## config.mk

```make
export PLATFORM = sky130hd
export DESIGN_NAME = time_ascii_tx
export DESIGN_NICKNAME = d
export VERILOG_FILES = /design/src/rtl/time_ascii_tx.sv
export SDC_FILE = /design/constraint.sdc
export NUM_CORES = 1
export LEC_CHECK = 0
export BUFFER_PORTS_ARGS = -buffer_cell sky130_fd_sc_hd__buf_4
export CELL_PAD_IN_SITES_DETAIL_PLACEMENT = 0
export CELL_PAD_IN_SITES_GLOBAL_PLACEMENT = 1
export CORE_MARGIN = 1.5
export CORE_UTILIZATION = 44
export DETAILED_ROUTE_END_ITERATION = 10
export PLACE_DENSITY = 0.81
export SLEW_MARGIN = 10
export SYNTH_ARGS = -nofsm -noshare
export SYNTH_HDL_FRONTEND = slang
export SYNTH_SLANG_ARGS = --single-unit
```

## constraint.sdc

```tcl
create_clock -name clk -period 6.31 [get_ports clk]
set_input_delay 0 -clock clk [delete_from_list [all_inputs] [get_ports clk]]
set_output_delay 0 -clock clk [all_outputs]
set_load 0.01 [all_outputs]
```

## src/rtl/time_ascii_tx.sv

```systemverilog
// Snapshots the stopwatch time on a request and streams it as ASCII "HH:MM:SS.cc" (optionally
// followed by CR LF) over a valid/ready byte interface, with an optional periodic auto-report.
module time_ascii_tx #(
    parameter int SEND_CRLF   = 1,
    parameter int AUTO_PERIOD = 0
) (
    input  logic       clk,
    input  logic       reset,
    input  logic       trigger,
    input  logic [5:0] hours,
    input  logic [5:0] minutes,
    input  logic [5:0] seconds,
    input  logic [6:0] milliseconds,
    output logic [7:0] tx_data,
    output logic       tx_valid,
    input  logic       tx_ready,
    output logic       busy,
    output logic       dropped
);

    localparam logic [3:0] LAST_IDX = (SEND_CRLF != 0) ? 4'd12 : 4'd10;

    typedef enum logic {IDLE, SEND} state_t;

    state_t     state;
    logic [3:0] idx;
    logic [5:0] snap_h;
    logic [5:0] snap_m;
    logic [5:0] snap_s;
    logic [6:0] snap_c;
    logic       auto_tick;
    logic       req;

    function automatic logic [6:0] sat99(input logic [6:0] v);
        return (v > 7'd99) ? 7'd99 : v;
    endfunction

    function automatic logic [7:0] tens_char(input logic [6:0] v);
        logic [6:0] s;
        s = sat99(v);
        return 8'h30 + {1'b0, s / 7'd10};
    endfunction

    function automatic logic [7:0] ones_char(input logic [6:0] v);
        logic [6:0] s;
        s = sat99(v);
        return 8'h30 + {1'b0, s % 7'd10};
    endfunction

    function automatic logic [7:0] frame_byte(input logic [3:0] i, input logic [6:0] h,
                                              input logic [6:0] m, input logic [6:0] s,
                                              input logic [6:0] c);
        case (i)
            4'd0:    return tens_char(h);
            4'd1:    return ones_char(h);
            4'd2:    return 8'h3A;
            4'd3:    return tens_char(m);
            4'd4:    return ones_char(m);
            4'd5:    return 8'h3A;
            4'd6:    return tens_char(s);
            4'd7:    return ones_char(s);
            4'd8:    return 8'h2E;
            4'd9:    return tens_char(c);
            4'd10:   return ones_char(c);
            4'd11:   return 8'h0D;
            4'd12:   return 8'h0A;
            default: return 8'h00;
        endcase
    endfunction

    generate
        if (AUTO_PERIOD >= 2) begin : g_auto
            localparam int CW = $clog2(AUTO_PERIOD);
            localparam logic [CW-1:0] LAST_CNT = CW'(AUTO_PERIOD - 1);
            logic [CW-1:0] period_cnt;

            // Free-running regardless of FSM state so reports stay on a fixed cadence
            always_ff @(posedge clk or negedge reset) begin
                if (!reset)
                    period_cnt <= '0;
                else if (period_cnt == LAST_CNT)
                    period_cnt <= '0;
                else
                    period_cnt <= period_cnt + CW'(1);
            end

            assign auto_tick = (period_cnt == LAST_CNT);
        end else begin : g_no_auto
            assign auto_tick = 1'b0;
        end
    endgenerate

    assign req = trigger | auto_tick;

    // The first byte is built from the live inputs because the snapshot loads on the same edge
    always_ff @(posedge clk or negedge reset) begin
        if (!reset) begin
            state    <= IDLE;
            idx      <= 4'd0;
            snap_h   <= '0;
            snap_m   <= '0;
            snap_s   <= '0;
            snap_c   <= '0;
            tx_data  <= 8'h00;
            tx_valid <= 1'b0;
            busy     <= 1'b0;
            dropped  <= 1'b0;
        end else begin
            dropped <= 1'b0;
            case (state)
                IDLE: begin
                    if (req) begin
                        snap_h   <= hours;
                        snap_m   <= minutes;
                        snap_s   <= seconds;
                        snap_c   <= milliseconds;
                        idx      <= 4'd0;
                        state    <= SEND;
                        tx_valid <= 1'b1;
                        busy     <= 1'b1;
                        tx_data  <= frame_byte(4'd0, {1'b0, hours}, {1'b0, minutes},
                                               {1'b0, seconds}, milliseconds);
                    end
                end
                SEND: begin
                    dropped <= req;
                    if (tx_ready) begin
                        if (idx == LAST_IDX) begin
                            state    <= IDLE;
                            idx      <= 4'd0;
                            tx_valid <= 1'b0;
                            busy     <= 1'b0;
                            tx_data  <= 8'h00;
                        end else begin
                            idx     <= idx + 4'd1;
                            tx_data <= frame_byte(idx + 4'd1, {1'b0, snap_h}, {1'b0, snap_m},
                                                  {1'b0, snap_s}, snap_c);
                        end
                    end
                end
                default: state <= IDLE;
            endcase
        end
    end

endmodule

```

Word-level counts from Yosys, hierarchy flattened
Index checks and enable logic that the tools add are counted.
{ "classes": {"add_sub_neg": 10, "mul": 0, "n_div": 9, "n_lt_le_gt_ge": 5, "n_eq_ne": 16, "shift": 0, "mux": 23, "bitwise": 1, "n_reduce_logical": 5} }
{ "ops": {"columns": ["operator", "n"], "rows": [
  ["$pmux W8 S12", 1],
  ["$add A6 B7 Y8 const A", 9],
  ["$div A7 B4 Y7 const B", 5],
  ["$mux W7", 5],
  ["$gt A6 B7 Y1 const B", 4],
  ["$mod A7 B4 Y7 const B", 4],
  ["$eq A4 B4 Y1 const B", 6],
  ["$mux W8", 3],
  ["$eq A4 B3 Y1 const B", 4],
  ["$pmux W8 S2", 1],
  ["$mux W4", 3],
  ["$eq A4 B2 Y1 const B", 2],
  ["$pmux W4 S2", 1],
  ["$gt A7 B7 Y1 const B", 1],
  ["$mux W1", 7],
  ["$add A4 B1 Y4 const B", 1],
  ["$eq A4 B1 Y1 const B", 1],
  ["$logic_not A4 Y1", 1],
  ["$ne A2 B2 Y1 const B", 2],
  ["$pmux W1 S2", 2],
  ["$reduce_and A2 Y1", 2],
  ["$reduce_and A3 Y1", 1],
  ["$ne A2 B1 Y1 const B", 1],
  ["$reduce_or A2 Y1", 1],
  ["$not A1 Y1", 1]
]} }
{ "word_totals": {"regBits": 40, "latchBits": 0, "ram_bits": 0, "rom_bits": 0, "inputBits": 29, "output_inout_bits": 11, "wordCells": 78, "mem_count": 0} }

Logic depth before layout (Yosys ltp)
{ "logic_depth": {"ltp_word": 8, "depth_mapped": 24, "ltp_nobuf": 21} }

Least setup slack after synthesis
No wires, ideal clock.
{ "synth_timing": {"path_kind": "register to register", "from": "register snap_c[6]", "to": "register tx_data[6]", "setup_ns": 0.122, "t_arrival_ns": 4.450, "required_time_ns": 6.188, "setup_slack_ns": 1.738, "stages_incl_launch_ff": 24, "n_path_buf": 3, "period_less_slack_ns": 4.572, "cell_sequence": "dfrtp_1 > buf_4 > a21oi_1 > ha_1 > buf_2 > o21a_1 > o22ai_1 > ha_1 > nand2b_1 > o32ai_4 > nand4_2 > and3_1 > buf_6 > a21oi_1 > nor2_1 > xnor2_1 > ha_1 > a41oi_1 > a311oi_2 > o31ai_4 > and4_1 > nand3b_2 > xnor2_1 > o21ai_1"} }
{ "synth_via": {"elab_chain_len": 8, "elab_cells_between_ends": 10, "classes_between": "add/sub: 2; div: 2; order compare: 1; mux: 5"} }
{ "synth_rtl": {"columns": ["element", "line_no", "rtl"], "rows": [
  ["start: declaration", "30", "logic [6:0] snap_c;"],
  ["start signal: assignment", "116", "snap_c <= milliseconds;"],
  ["$gt A7 B7 Y1", "35", "return (v > 7'd99) ? 7'd99 : v;"],
  ["$mux W7 *", "35", null],
  ["$mod A7 B4 Y7 / $div A7 B4 Y7 (equally long branches)", "47, 41", null],
  ["$add A6 B7 Y8 (on tied branches)", "47, 41", null],
  ["$pmux W8 S12 *", "53", "case (i)"],
  ["$mux W8 *", "128", "if (idx == LAST_IDX) begin"],
  ["$mux W8 *", "127", "if (tx_ready) begin"],
  ["$pmux W8 S2 *", "110", "case (state)"],
  ["end signal: assignment", "121", "tx_data <= frame_byte(4'd0, {1'b0, hours}, {1'b0, minutes},"],
  ["end signal: assignment", "136", "tx_data <= frame_byte(idx + 4'd1, {1'b0, snap_h}, {1'b0, snap_m},"],
  ["end: declaration", "14", "output logic [7:0] tx_data,"]
]} }
Mark *: on every way between the ends. The rest lies on a longest branch, timed or not. The select of a mux whose other input is x is not followed.
A chain may end at the register's enable or synchronous reset.

Final worst setup path
Same ends and word-level chain as after synthesis.

==> impl_metrics.ini <==
[die]
start_util_pct = 45.47
io_pins = 40
rows = 34
dieArea_sq_um = 9637
dieWidth_microns = 98.17
fp.coreArea_sq_um = 8763
die_y_microns = 98.17

[timing]
rsz0062_at_grt = false
fin_crit_ns = 5.182
finalCritPeriodShare_pct = 82.12
finalSetupViolCount = 0
drv_slew = 0
worst_pin_slew_ns = 1.138
tns_ns = 0
fmax_ghz = 0.1930
maxSlewHeadroom_pct = 23.16
whs_ns = 0.04329
final-hold-violation-count = 0
fin_ws_ns = 1.128
finalClockSkew_ns = 0.004332

[min_path]
holdPathStages = 3
min_from = hours[5]
hold_end = snap_h[5]$_DFFE_PN0P_
hold_class = input port to flip-flop

[placed_design]
place_ws_ns = 1.217
place_congestion = 0.9242
post_dp_cell_area_sq_um = 4243
dp_hpwl_mm = 8.234
port_buffers = 39

[worst_setup_path]
reg2reg_to = tx_data[6]$_DFFE_PN0P_
worst_setup_path_end_kind = flip-flop
path_max_fanout = 15
worst_setup_path_start_kind = flip-flop
ff2ff_setup_slack_ns = 1.13
crit_type = flip-flop to flip-flop
r2r_start = snap_c[6]$_DFFE_PN0P_
cp.arrival_ns = 5.38
reg2reg_depth = 20
crit_required_ns = 6.51

[cells_and_area]
final_cell_mix = nand2_1 (102), o21ai_0 (53), a21oi_1 (42), dfrtp_1 (40), buf_4 (40)
layout-drive-gt1-share_pct = 11.72
final_common_cell = nand2_1
diodes = 0
syn2layout_area_growth_pct = 15.45
final_cell_area_sq_um = 4601
finalNetCount = 624

[yosys]
synth-seq-cells = 40
netlist_area_sq_um = 3985
synth-edff-count = 0
syn_area_per_cell_sq_um = 7.326
yosysSeqAreaShare_pct = 25.12
async_flop_share_pct = 100.0
ys_warn_count = 0
synth_cell_types = 71
synthFlopType = dfrtp_1
syn_inst = 544
synth_nets = 589

[clock_network]
clock_latency_ns = 0.30
cts.clk_slew.worst_paths_ns = 0.09
clockBufferDepth = 2
post_cts_resized = 0
h-tree-depth = 2
numCtsBuffers = 5
numClockSinks = 40
clockRootBuffer = clkbuf_8
cts_tree = done
postCtsSetupBuffers = 0

[routing]
vias_per_cell = 5.900
drtAntennaViolNets = 0
drc = 0
finalWirelength_mm = 11.45
drt_iter0_markers = 198
dr.pass1.iters = 5
vias = 4059
routedWlPerCell_microns = 16.65

[run_status]
status = completed

[grt]
top_usage_layer = met2
use_met3_pct = 3.436
grt_start_max_net_pins = 41
grt.total_usage_pct = 24.27
overflow = 0
first_global_vias = 3903
use_met2_pct = 40.48
antenna_found_initial = 0
grt_pass1_wl_mm = 19.25
grt_use_met1_pct = 32.98

[pwr]
ir_drop_mv = 0.2413
cellLeakagePower_nw = 1.952
power.density_nw_per_um2 = 644.1

[run]
cap_violations = 0
[worst max path at each step]
stage | from | endpoint | slack, ns | cells past startpoint
after global placement | snap_c[6]$_DFFE_PN0P_ | tx_data[6]$_DFFE_PN0P_ | 1.38 | 20
final | snap_c[6]$_DFFE_PN0P_ | tx_data[6]$_DFFE_PN0P_ | 1.13 | 20
after global routing | snap_c[4]$_DFFE_PN0P_ | tx_data[5]$_DFFE_PN0P_ | 0.73 | 21
after floorplan | snap_c[6]$_DFFE_PN0P_ | tx_data[6]$_DFFE_PN0P_ | 1.74 | 23
after detailed placement | snap_c[6]$_DFFE_PN0P_ | tx_data[6]$_DFFE_PN0P_ | 1.22 | 20
after CTS | snap_c[6]$_DFFE_PN0P_ | tx_data[6]$_DFFE_PN0P_ | 1.18 | 20
[state kept, by name, summed over array words and instances (netlist names)]
signal	cells
tx_data	8
state	1
snap_m	6
busy	1
snap_s	6
dropped	1
snap_h	6
snap_c	7
idx	4
[synth_stat cells (12+ instances only)]
cell,instances,share of area [%]
dfrtp_1,40,25
nor2_1,33,3.1
ha_1,16,5.0
inv_1,19,1.8
nor2b_1,14,2.2
mux2i_1,12,3.0
a21oi_1,42,5.3
nand2b_1,14,2.2
nand3_1,13,1.6
o211ai_1,13,2.4
clkbuf_1,28,2.6
nand2_1,102,9.6
o21ai_0,53,6.7
[critical path: stages, from the launching register on]
cell      delay, ns
dfrtp_1        0.55
a21oi_1        0.22
ha_1           0.34
o21a_1         0.30
o22ai_1        0.11
ha_1           0.21
nand2b_1       0.18
o32ai_4        0.35
nand4_2        0.21
and3_1         0.32
a21oi_1        0.22
nor2_1         0.09
xnor2_1        0.26
ha_1           0.34
a41oi_1        0.16
a311oi_2       0.35
o31ai_4        0.18
and4_1         0.20
nand3b_2       0.22
xnor2_1        0.17
o21ai_1        0.07
[report_power, final]
part	total (W)	internal [W]	switching, W
registers	0.000597	0.000374	0.000224
clock network	0.000200	0.0000889	0.000111
logic	0.00217	0.000878	0.00129
[logic make-up after synthesis]
group                    after synthesis  synth area share (%)
AO/OA/AOI/OAI                        176                 29.01
flip-flops                            40                 25.12
XOR/XNOR                              13                 2.857
AND/OR/NAND/NOR                      225                 27.54
buffers and inverters                 58                 6.405
multiplexers                          13                 3.297
adder cells (fa/ha/maj)               19                 5.777
[layout make-up]
class	instances	area [sq um]
clock buffer	6	82.58
clock inverter	2	15.01
fill	890	4163
inverter	20	75.07
multi-input combinational	446	2731
sequential	40	1001
tap	108	135.1
timing repair buffer	66	560.5
[through the flow]
step / std cells / util (%) / total power (W)
after floorplan: 544 / - / 0.002268
after global placement: 654 / 48.42 / 0.002698
after detailed placement: 654 / 48.42 / 0.002720
after CTS: 688 / 52.50 / 0.002941
after global routing: 688 / 52.50 / 0.003257
final: 688 / 52.50 / 0.002963
[what timing repair did]
action	CTS	global route
endpoints found under the hold margin	66	0
hold buffers	26	0
endpoints found under the setup margin	0	0
[metal layers]
metal | up-vias | wire length [microns]
met5 | - | 0
met4 | 0 | 199
met3 | 15 | 437
met2 | 88 | 5393
met1 | 1946 | 5422
li1 | 2010 | -
Note: power is estimated with default switching activity, not from simulation.
